==> config.mk <==
export PLATFORM = sky130hd
export DESIGN_NAME = button_conditioner
export DESIGN_NICKNAME = d
export VERILOG_FILES = /design/src/rtl/board_io_pkg.sv /design/src/rtl/debounce_bit.sv /design/src/rtl/button_conditioner.sv
export SDC_FILE = /design/constraint.sdc
export NUM_CORES = 1
export LEC_CHECK = 0
export ABC_AREA = 1
export ABC_CLOCK_PERIOD_IN_PS = 3630
export CORE_UTILIZATION = 65
export CTS_CLUSTER_SIZE = 10
export DETAILED_ROUTE_END_ITERATION = 7
export GPL_TIMING_DRIVEN = 0
export PLACE_DENSITY = 0.84
export RECOVER_POWER = 100
export SLEW_MARGIN = 20
export SYNTH_ARGS = -nofsm -noshare
export SYNTH_HDL_FRONTEND = slang
export SYNTH_HIERARCHICAL = 1
export SYNTH_SLANG_ARGS = --single-unit
==> constraint.sdc <==
create_clock -name clk -period 3.63 [get_ports clk]
set_input_delay 0.726 -clock clk [delete_from_list [all_inputs] [get_ports clk]]
set_output_delay 0.726 -clock clk [all_outputs]
set_load 0.02 [all_outputs]
==> src/rtl/board_io_pkg.sv <==
// Shared Basys3 board I/O constants: button map, debounce lengths and
// the IO port addresses of the switch/button registers.
package board_io_pkg;

    localparam int unsigned BTN_N           = 5;
    localparam int unsigned BTN_INTR_IDX    = 4;
    localparam int unsigned BTN_RST_IDX     = 3;

    localparam int unsigned DB_CYCLES_SYNTH = 500000;
    localparam int unsigned DB_CYCLES_SIM   = 4;

    typedef enum logic [7:0] {
        IO_ADDR_SW_LO   = 8'h00,
        IO_ADDR_SW_HI   = 8'h01,
        IO_ADDR_BUTTONS = 8'h02
    } io_port_addr_e;

endpackage

==> src/rtl/debounce_bit.sv <==
// One button bit: two-flop synchroniser, stability counter, debounced
// level and a registered one-cycle rising-edge pulse.
module debounce_bit
    import board_io_pkg::*;
#(
    parameter int unsigned DB_CYCLES = DB_CYCLES_SYNTH
) (
    input  logic clk,
    input  logic s_reset,
    input  logic raw,
    output logic db,
    output logic rise
);

    localparam int unsigned   CW   = $clog2(DB_CYCLES);
    localparam logic [CW-1:0] TERM = CW'(DB_CYCLES - 1);

    logic          sync1_q;
    logic          sync2_q;
    logic [CW-1:0] cnt_q;
    logic [CW-1:0] cnt_d;
    logic          db_q;
    logic          db_d;
    logic          rise_q;
    logic          rise_d;

    always_comb begin
        cnt_d = '0;
        db_d  = db_q;
        // Any sample matching the current level restarts the count.
        if (sync2_q != db_q) begin
            if (cnt_q == TERM) begin
                db_d = sync2_q;
            end else begin
                cnt_d = cnt_q + 1'b1;
            end
        end
        rise_d = db_d & ~db_q;
    end

    always_ff @(posedge clk) begin
        if (s_reset) begin
            sync1_q <= 1'b0;
            sync2_q <= 1'b0;
            cnt_q   <= '0;
            db_q    <= 1'b0;
            rise_q  <= 1'b0;
        end else begin
            sync1_q <= raw;
            sync2_q <= sync1_q;
            cnt_q   <= cnt_d;
            db_q    <= db_d;
            rise_q  <= rise_d;
        end
    end

    assign db   = db_q;
    assign rise = rise_q;

endmodule

==> src/rtl/button_conditioner.sv <==
// Basys3 push-button front end: per-button debounce, interrupt request
// with acknowledge handshake, and a stretched MCU reset.
module button_conditioner
    import board_io_pkg::*;
#(
    parameter int unsigned N_BTN       = BTN_N,
    parameter int unsigned DB_CYCLES   = DB_CYCLES_SYNTH,
    parameter int unsigned RST_STRETCH = 16,
    parameter int unsigned INTR_IDX    = BTN_INTR_IDX,
    parameter int unsigned RST_IDX     = BTN_RST_IDX
) (
    input  logic             clk,
    input  logic             s_reset,
    input  logic [N_BTN-1:0] btn_raw,
    output logic [N_BTN-1:0] btn_db,
    output logic [N_BTN-1:0] btn_rise,
    output logic             intr_req,
    input  logic             intr_ack,
    output logic             rst_out
);

    localparam int unsigned   SW           = $clog2(RST_STRETCH + 1);
    localparam logic [SW-1:0] STRETCH_FULL = SW'(RST_STRETCH);
    localparam logic [SW-1:0] STRETCH_RISE = SW'(RST_STRETCH - 1);

    for (genvar i = 0; i < N_BTN; i++) begin : g_btn
        debounce_bit #(
            .DB_CYCLES(DB_CYCLES)
        ) u_db (
            .clk    (clk),
            .s_reset(s_reset),
            .raw    (btn_raw[i]),
            .db     (btn_db[i]),
            .rise   (btn_rise[i])
        );
    end

    logic          intr_q;
    logic          intr_d;
    logic [SW-1:0] stretch_q;
    logic [SW-1:0] stretch_d;

    // The rise pulse is ORed straight into both outputs so they react in the
    // same cycle as btn_rise; the registered state covers the cycles after it,
    // hence a rise reloads one less than a full stretch.
    always_comb begin
        intr_d    = btn_rise[INTR_IDX] | (intr_q & ~intr_ack);
        stretch_d = stretch_q;
        if (btn_rise[RST_IDX]) begin
            stretch_d = STRETCH_RISE;
        end else if (stretch_q != '0) begin
            stretch_d = stretch_q - 1'b1;
        end
    end

    always_ff @(posedge clk) begin
        if (s_reset) begin
            intr_q    <= 1'b0;
            stretch_q <= STRETCH_FULL;
        end else begin
            intr_q    <= intr_d;
            stretch_q <= stretch_d;
        end
    end

    assign intr_req = intr_q | btn_rise[INTR_IDX];
    assign rst_out  = (stretch_q != '0) | btn_rise[RST_IDX];

endmodule

# Yosys cells after proc, flatten, opt, wreduce, memory -nomap -nowiden
# Index checks and enable logic that the tools add are counted.
# totals
register_bits	121
inputBits	8
output_inout_bits	12
wordCells	82
# classes
add_sub_neg	6
n_eq_ne	10
muxes	12
bitwise	20
n_reduce_logical	7
# op_table
cell	count
$add A19 B1 Y19 const B	5
$eq A19 B19 Y1 const B	5
$reduce_or A3 Y1	5
$not A1 Y1	11
$mux W1	10
$mux W5	2
$and A1 B1 Y1	6
$ne A1 B1 Y1	5
$reduce_bool A5 Y1	1
$sub A5 B1 Y5 const B	1
$or A1 B1 Y1	3
$reduce_bool A2 Y1	1

# Logic depth before layout (Yosys ltp)
# Gate-level depths: netlist of run 1.
# logic_depth
depth_word	4
mapped_depth	9

# Hierarchy
# The synthesis of run 1 kept the hierarchy.
# by_module_without_submodules
mod	n_inst	cells_per_inst	area_per_inst_um2
debounce_bit	5	190	1219.9
button_conditioner	1	42	295.3

# Least setup slack after synthesis of run 1
# Ideal clock, no wire load.
# synth_timing
kind	register -> output
startpoint	register stretch_q[0]
endpoint	output rst_out
arrival_ns	0.789
path_slack_ns	2.115
path_stages_with_launch	4
n_path_buf	0
cell_sequence	dfxtp_1 -> inv_1 -> ha_1 -> nand4_2
# synth_via
elab_chain_cells	2
# synth_lines
element	line	text
start: declaration	button_conditioner.sv:40	logic [SW-1:0] stretch_q;
start signal: assignment	button_conditioner.sv:62	stretch_q <= stretch_d;
$reduce_bool A5 Y1	button_conditioner.sv:67	assign rst_out = (stretch_q != '0) | btn_rise[RST_IDX];
$or A1 B1 Y1	button_conditioner.sv:67	
end: declaration	button_conditioner.sv:19	output logic rst_out
# Every way passes these cells.

# Worst setup path after layout of run 1
# Ends and elaborated chain as after synthesis.

==> impl_metrics.yaml, run 1 <==
cells_and_area:
  area_delta_synth_final_pct: 13.3
  nFillCells: 795
  drive_above_1_share_pct: 6.42
  nets: 1044
  regArea_sq_um: 2420
  multi_input_area_sq_um: 3270
  diodes: 0
  instances_no_fill: 1172
grt:
  grt_start_max_net_pins: 27
  grt_use_total_pct: 29.4
  antenna_found_initial: 0
  grt_pass1_wl_microns: 24000
  grt_pass1_vias: 5535
  grt_overflow_total: 0
pwr:
  leakage_nw: 2.77
  cellPowerDensity_nw_per_um2: 450
  vdd_drop_max_uv: 322
  fin_total_pwr_mw: 3.26
setup_path:
  cp_cell_sequence: "inv_1, ha_1, nand4_2, dlygate4sd3_1"
  cp-start-kind: "register"
  endpoint_kind: "primary output"
  required_ns: 2.90
  worstSetupPathType: "reg2out"
  critPathBufInv: 2
  rrSetupSlack_ns: 1.59
  crit_path_max_incr_delay_ns: 0.70
  critPathArrivalTime_ns: 2.07
  crit_slowest_cell: "dlygate4sd3_1"
  cpLargestDelayFamily: "buffers and inverters"
  crit_path_max_fanout: 4
logic_synthesis:
  netlist_area_sq_um: 6390
  yosysTopAreaCellShare_pct: 37.9
  synth_area_leaders: "dfxtp_1, nand2_1, nor2_1"
  syn_area_per_cell_sq_um: 6.45
  synthCells: 992
  synth_top_area_cell: "dfxtp_1"
  synth_most_common_cell: "nand2_1"
  synth_seq_area_share_pct: 37.9
  synth_common_cells: "nand2_1, nor2_1, inv_1, dfxtp_1, nand3_1"
  synth_edf_count: 0
  ys_ff_latch: 121
  ys_warn_count: 6
  synthArstFlopShare_pct: 0
  synth-main-ff-cell: "dfxtp_1"
  synthDistinctLibCells: 22
  syn_nets: 1006
timing:
  worst-slew-pin-transition_ns: 1.02
  timing.fmax_mhz: 358
  drv_slew: 0
  grt_setup_unrepaired: "no"
  fin_crit_ns: 2.80
  finalCritPeriodShare_pct: 77.0
  skew_ns: 0.00833
  setup_tns_ns: 0
  hold_viol: 0
  worst_hold_slack_ns: 0.407
  worst_slack_ns: 0.834
  maxSlewHeadroom_pct: 32.1
  setup-violations-final: 0
placement:
  numPortBuffers: 19
  pre_cts_ws_ns: 0.928
  placed_cells: 1140
  dp_hpwl_microns: 9830
  routabilityCongestion: 0.906
die:
  coreArea_sq_um: 9370
  die_w_microns: 101
  fp.dieH_microns: 101
  rows: 35
  io_pins: 20
  start_util_pct: 68.2
  die_area_sq_um: 10200
cts:
  clock_sinks: 121
  cts-root-buf: "clkbuf_8"
  cts.htree.levels: 4
  cts_hold_buf: 0
  cts_setup_buffers: 0
  insertion_delay_ns: 0.53
  tritoncts: "yes"
  cts_resized: 0
  numCtsBuffers: 17
  clockBufferDepth: 2
  clkTransAtPathRegs_ns: 0.06
route:
  drtPass1Iterations: 5
  drt_wl_total_microns: 13900
  post_drt_wl_per_cell_microns: 11.8
  viasPerCell: 5.18
  drtAntennaViolNets: 0
  vias: 6071
  drc_errors: 0
  drtIter0Drc: 297
flow_run:
  max_cap_viol_count: 0
status:
  run_status: "finished clean"
hold_path:
  hold_path.class: "reg2reg"
## per-stage QoR
step | area [sq um] | utilization (%)
floorplan | 6390 | -
global placement | 6750 | 72.0
detailed placement | 6750 | 72.0
CTS | 7350 | 78.5
global route | 7250 | 77.3
finish | 7250 | 77.3
## power breakdown
group          total [mW]  internal [mW]  switching, mW  leakage [nW]
clock                1.70           1.10          0.596         0.283
sequential           1.39           1.36         0.0282         0.978
combinational       0.174         0.0681          0.106          1.51
total                3.26           2.53          0.730          2.77
## layout make-up
| type | instances | share of cell area [%] |
|---|---|---|
| sequential | 121 | 33.4 |
| buffer | 5 | 0.259 |
| clock inverter | 10 | 1.97 |
| tap | 129 | 2.23 |
| inverter | 153 | 7.93 |
| clock buffer | 22 | 6.39 |
| multi-input combinational | 713 | 45.2 |
| timing repair buffer | 19 | 2.62 |
## metal layers
layer | up-vias | routed length [microns] | global-route usage, % | part of all wire (%)
met5 | - | 0 | 0 | 0
met2 | 163 | 6350 | 47.9 | 46
met4 | 0 | 204 | 8.70 | 1.5
met3 | 25 | 797 | 7.18 | 5.8
met1 | 2736 | 6500 | 38.8 | 47
li1 | 3147 | - | - | -
## worst register-to-register path, cell delays in order (launching register included)
cell,delay (ns)
dfxtp_1,0.37
ha_1,0.21
nand2_1,0.12
nor2_4,0.14
nand3_2,0.12
o21bai_1,0.44
clkbuf_1,0.42
nor2_1,0.10
## path summary, 6_finish.rpt
check | start | endpoint | depth (start not counted)
setup / recovery | stretch_q[0] | rst_out | 4
hold / removal | g_btn[2].u_db/sync1_q | g_btn[2].u_db/sync2_q | 2
setup reg to reg | g_btn[3].u_db/cnt_q[0] | g_btn[3].u_db/cnt_q[12] | 7
hold reg to reg | g_btn[2].u_db/sync1_q | g_btn[2].u_db/sync2_q | 2
## registers in the layout, indices dropped and copies added (netlist names)
register	count
stretch_q	5
g_btn.u_db/sync2_q	5
g_btn.u_db/rise	5
g_btn.u_db/sync1_q	5
g_btn.u_db/cnt_q	95
g_btn.u_db/db	5
intr_q	1
## cells in the final DEF, fill, tap and decap left out, types with 5 or more instances in the layout
cell type	count
clkbuf_16	16
nor3_2	5
nand4_1	21
xor2_1	25
dlygate4sd3_1	13
or2_2	5
nor2_1	230
clkbuf_1	7
o21bai_1	6
nor2_2	6
nand2_2	10
nand3_2	5
dfxtp_1	121
o21ai_0	11
nor3_1	30
nand2_1	244
nor2_4	5
inv_1	153
nand3_1	68
clkdlybuf4s50_1	6
a21oi_1	34
ha_1	6
## cell families after synthesis
kind of cell	Yosys count	synth area share, %
buffers and inverters	158	9.86
flip-flops	121	37.9
AND/OR/NAND/NOR	630	42.4
AO/OA/AOI/OAI	52	5.22
adder cells (fa/ha/maj)	6	1.17
XOR/XNOR	25	3.42
Power figures use the tool's default switching activity.
==> run 2: changes to the inputs <==
- ABC_CLOCK_PERIOD_IN_PS: 3630 -> 2300
- CORE_UTILIZATION: 65 -> 56
- PLACE_DENSITY: 0.84 -> 0.77
- clock period: 3.63 -> 2.3 ns (I/O delays scaled with it)
==> run 2 against run 1 <==
Against the previous run:
- power grew 50%
- count of clock-buffer cells in the layout fell by 1
- die area is 16% higher
- register-to-register slack worse by 0.87 ns
- largest cell class unchanged
- largest power group unchanged
==> impl_metrics.yaml, run 2 (synthesized netlist as in run 1, its figures left out) <==
cells_and_area:
  instances_no_fill: 1183
  multi_input_area_sq_um: 3320
  regArea_sq_um: 2420
  largest-register: "g_btn.u_db/cnt_q"
  nFillCells: 961
  nets: 1044
  area_delta_synth_final_pct: 13.7
  final_common_cell: "nand2_1"
  drive_above_1_share_pct: 7.29
  largest_reg_flops: 95
  diodes: 0
  final_cell_mix: "nand2_1, nor2_1, inv_1, dfxtp_1, nand3_1"
grt:
  grt_overflow_total: 0
  antenna_found_initial: 0
  grt_start_max_net_pins: 27
  grt_use_total_pct: 24.0
  grt_pass1_vias: 5139
  grt_pass1_wl_microns: 22300
cts:
  cts-root-buf: "clkbuf_16"
  cts.htree.levels: 4
  clockBufferDepth: 2
  numCtsBuffers: 17
  clkTransAtPathRegs_ns: 0.05
  insertion_delay_ns: 0.41
  clock_sinks: 121
  tritoncts: "yes"
pwr:
  vdd_drop_max_uv: 533
  pwr-share-comb_pct: 5.2
  net-switching-power_mw: 1.10
  cellPowerDensity_nw_per_um2: 673
  p_seq_share_pct: 44.8
  p_int_mw: 3.79
  clkPwrFrac_pct: 49.9
  leakage_nw: 2.79
  swShare_pct: 22.5
die:
  die_w_microns: 109
  start_util_pct: 58.2
  rows: 38
  fp.dieH_microns: 109
  io_pins: 20
  die_area_sq_um: 11900
  coreArea_sq_um: 11000
timing:
  timing.fmax_mhz: 479
  maxSlewHeadroom_pct: 30.5
  finalCritPeriodShare_pct: 90.7
  drv_slew: 0
  worst-slew-pin-transition_ns: 1.04
  skew_ns: 0.00472
  setup-violations-final: 0
  fin_crit_ns: 2.09
  grt_setup_unrepaired: "no"
  worst_slack_ns: 0.214
  hold_viol: 0
  worst_hold_slack_ns: 0.402
  setup_tns_ns: 0
route:
  drtAntennaViolNets: 0
  vias: 5827
  drc_errors: 0
  viasPerCell: 4.93
  drtIter0Drc: 330
  drt_wl_total_microns: 12900
  post_drt_wl_per_cell_microns: 10.9
  drtPass1Iterations: 5
flow_run:
  max_cap_viol_count: 0
placement:
  placed_cells: 1151
  dp_hpwl_microns: 9600
  pre_cts_ws_ns: -0.154
  numPortBuffers: 19
  routabilityCongestion: 0.886
setup_path:
  crit_path_max_fanout: 26
  required_ns: 2.60
  rrSetupSlack_ns: 0.72
  critPathBufInv: 2
  cp_cell_sequence: "dlygate4sd3_1, a21oi_1, nand2_1, o21bai_4, clkbuf_2, nor2_1"
  cp-start-kind: "input pin"
  crit_slowest_cell: "dlygate4sd3_1"
  crit_path_max_incr_delay_ns: 1.22
  endpoint_kind: "register"
  critPathArrivalTime_ns: 2.38
  worstSetupPathType: "in2reg"
  cpLargestDelayFamily: "buffers and inverters"
status:
  run_status: "finished clean"
hold_path:
  hold_path.class: "reg2reg"
==> run 2: timing repair <==
item	in CTS	in global routing
hold buffers	0	0
resized for setup	1	0
setup buffers	0	0
setup endpoints to repair	1	0
==> run 2: power groups by stage <==
stage / logic [mW] / registers, mW / clock network, mW
after detailed placement: 0.273 / 2.24 / 0
final: 0.256 / 2.19 / 2.44
after global placement: 0.266 / 2.24 / 0
after global routing: 0.304 / 2.20 / 2.61
after CTS: 0.270 / 2.19 / 2.51
after floorplan: 0.210 / 2.23 / 0
==> run 2: final timing paths <==
check	startpoint	endpoint	cells after the start
max	s_reset	g_btn[4].u_db/cnt_q[5]	6
min reg2reg	g_btn[1].u_db/sync1_q	g_btn[1].u_db/sync2_q	2
min	g_btn[1].u_db/sync1_q	g_btn[1].u_db/sync2_q	2
max reg2reg	g_btn[2].u_db/cnt_q[0]	g_btn[2].u_db/cnt_q[10]	7
==> run 2: tightest hold or removal path, stage by stage, from the launching register on <==
cell,delay (ns)
dfxtp_1,0.29
inv_1,0.04
nor2_1,0.03
==> run 2: layout make-up <==
type / count / share of cell area (%)
Timing Repair Buffer: 19 / 2.60
Sequential cell: 121 / 33.3
Tap cell: 140 / 2.41
Clock inverter: 11 / 1.36
Clock buffer: 21 / 6.33
Inverter: 153 / 7.90
Multi-Input combinational cell: 713 / 45.6
Buffer: 5 / 0.516
==> run 2: routing by layer <==
layer | track usage [%] | part of all wire (%) | up-vias | wire length, microns
met5 | 0 | 0 | - | 0
met4 | 9.65 | 1.1 | 0 | 138
met3 | 6.46 | 5.4 | 13 | 697
met2 | 35.6 | 43 | 128 | 5550
met1 | 32.9 | 50 | 2517 | 6500
li1 | - | - | 3169 | -
==> run 2: per-stage QoR <==
| stage | utilization (%) | total power [mW] | area, sq um |
|---|---|---|---|
| after floorplan | - | 2.44 | 6390 |
| after global placement | 61.6 | 2.50 | 6760 |
| after detailed placement | 61.6 | 2.51 | 6760 |
| after CTS | 66.6 | 4.97 | 7320 |
| after global routing | 66.2 | 5.11 | 7270 |
| final | 66.2 | 4.89 | 7270 |
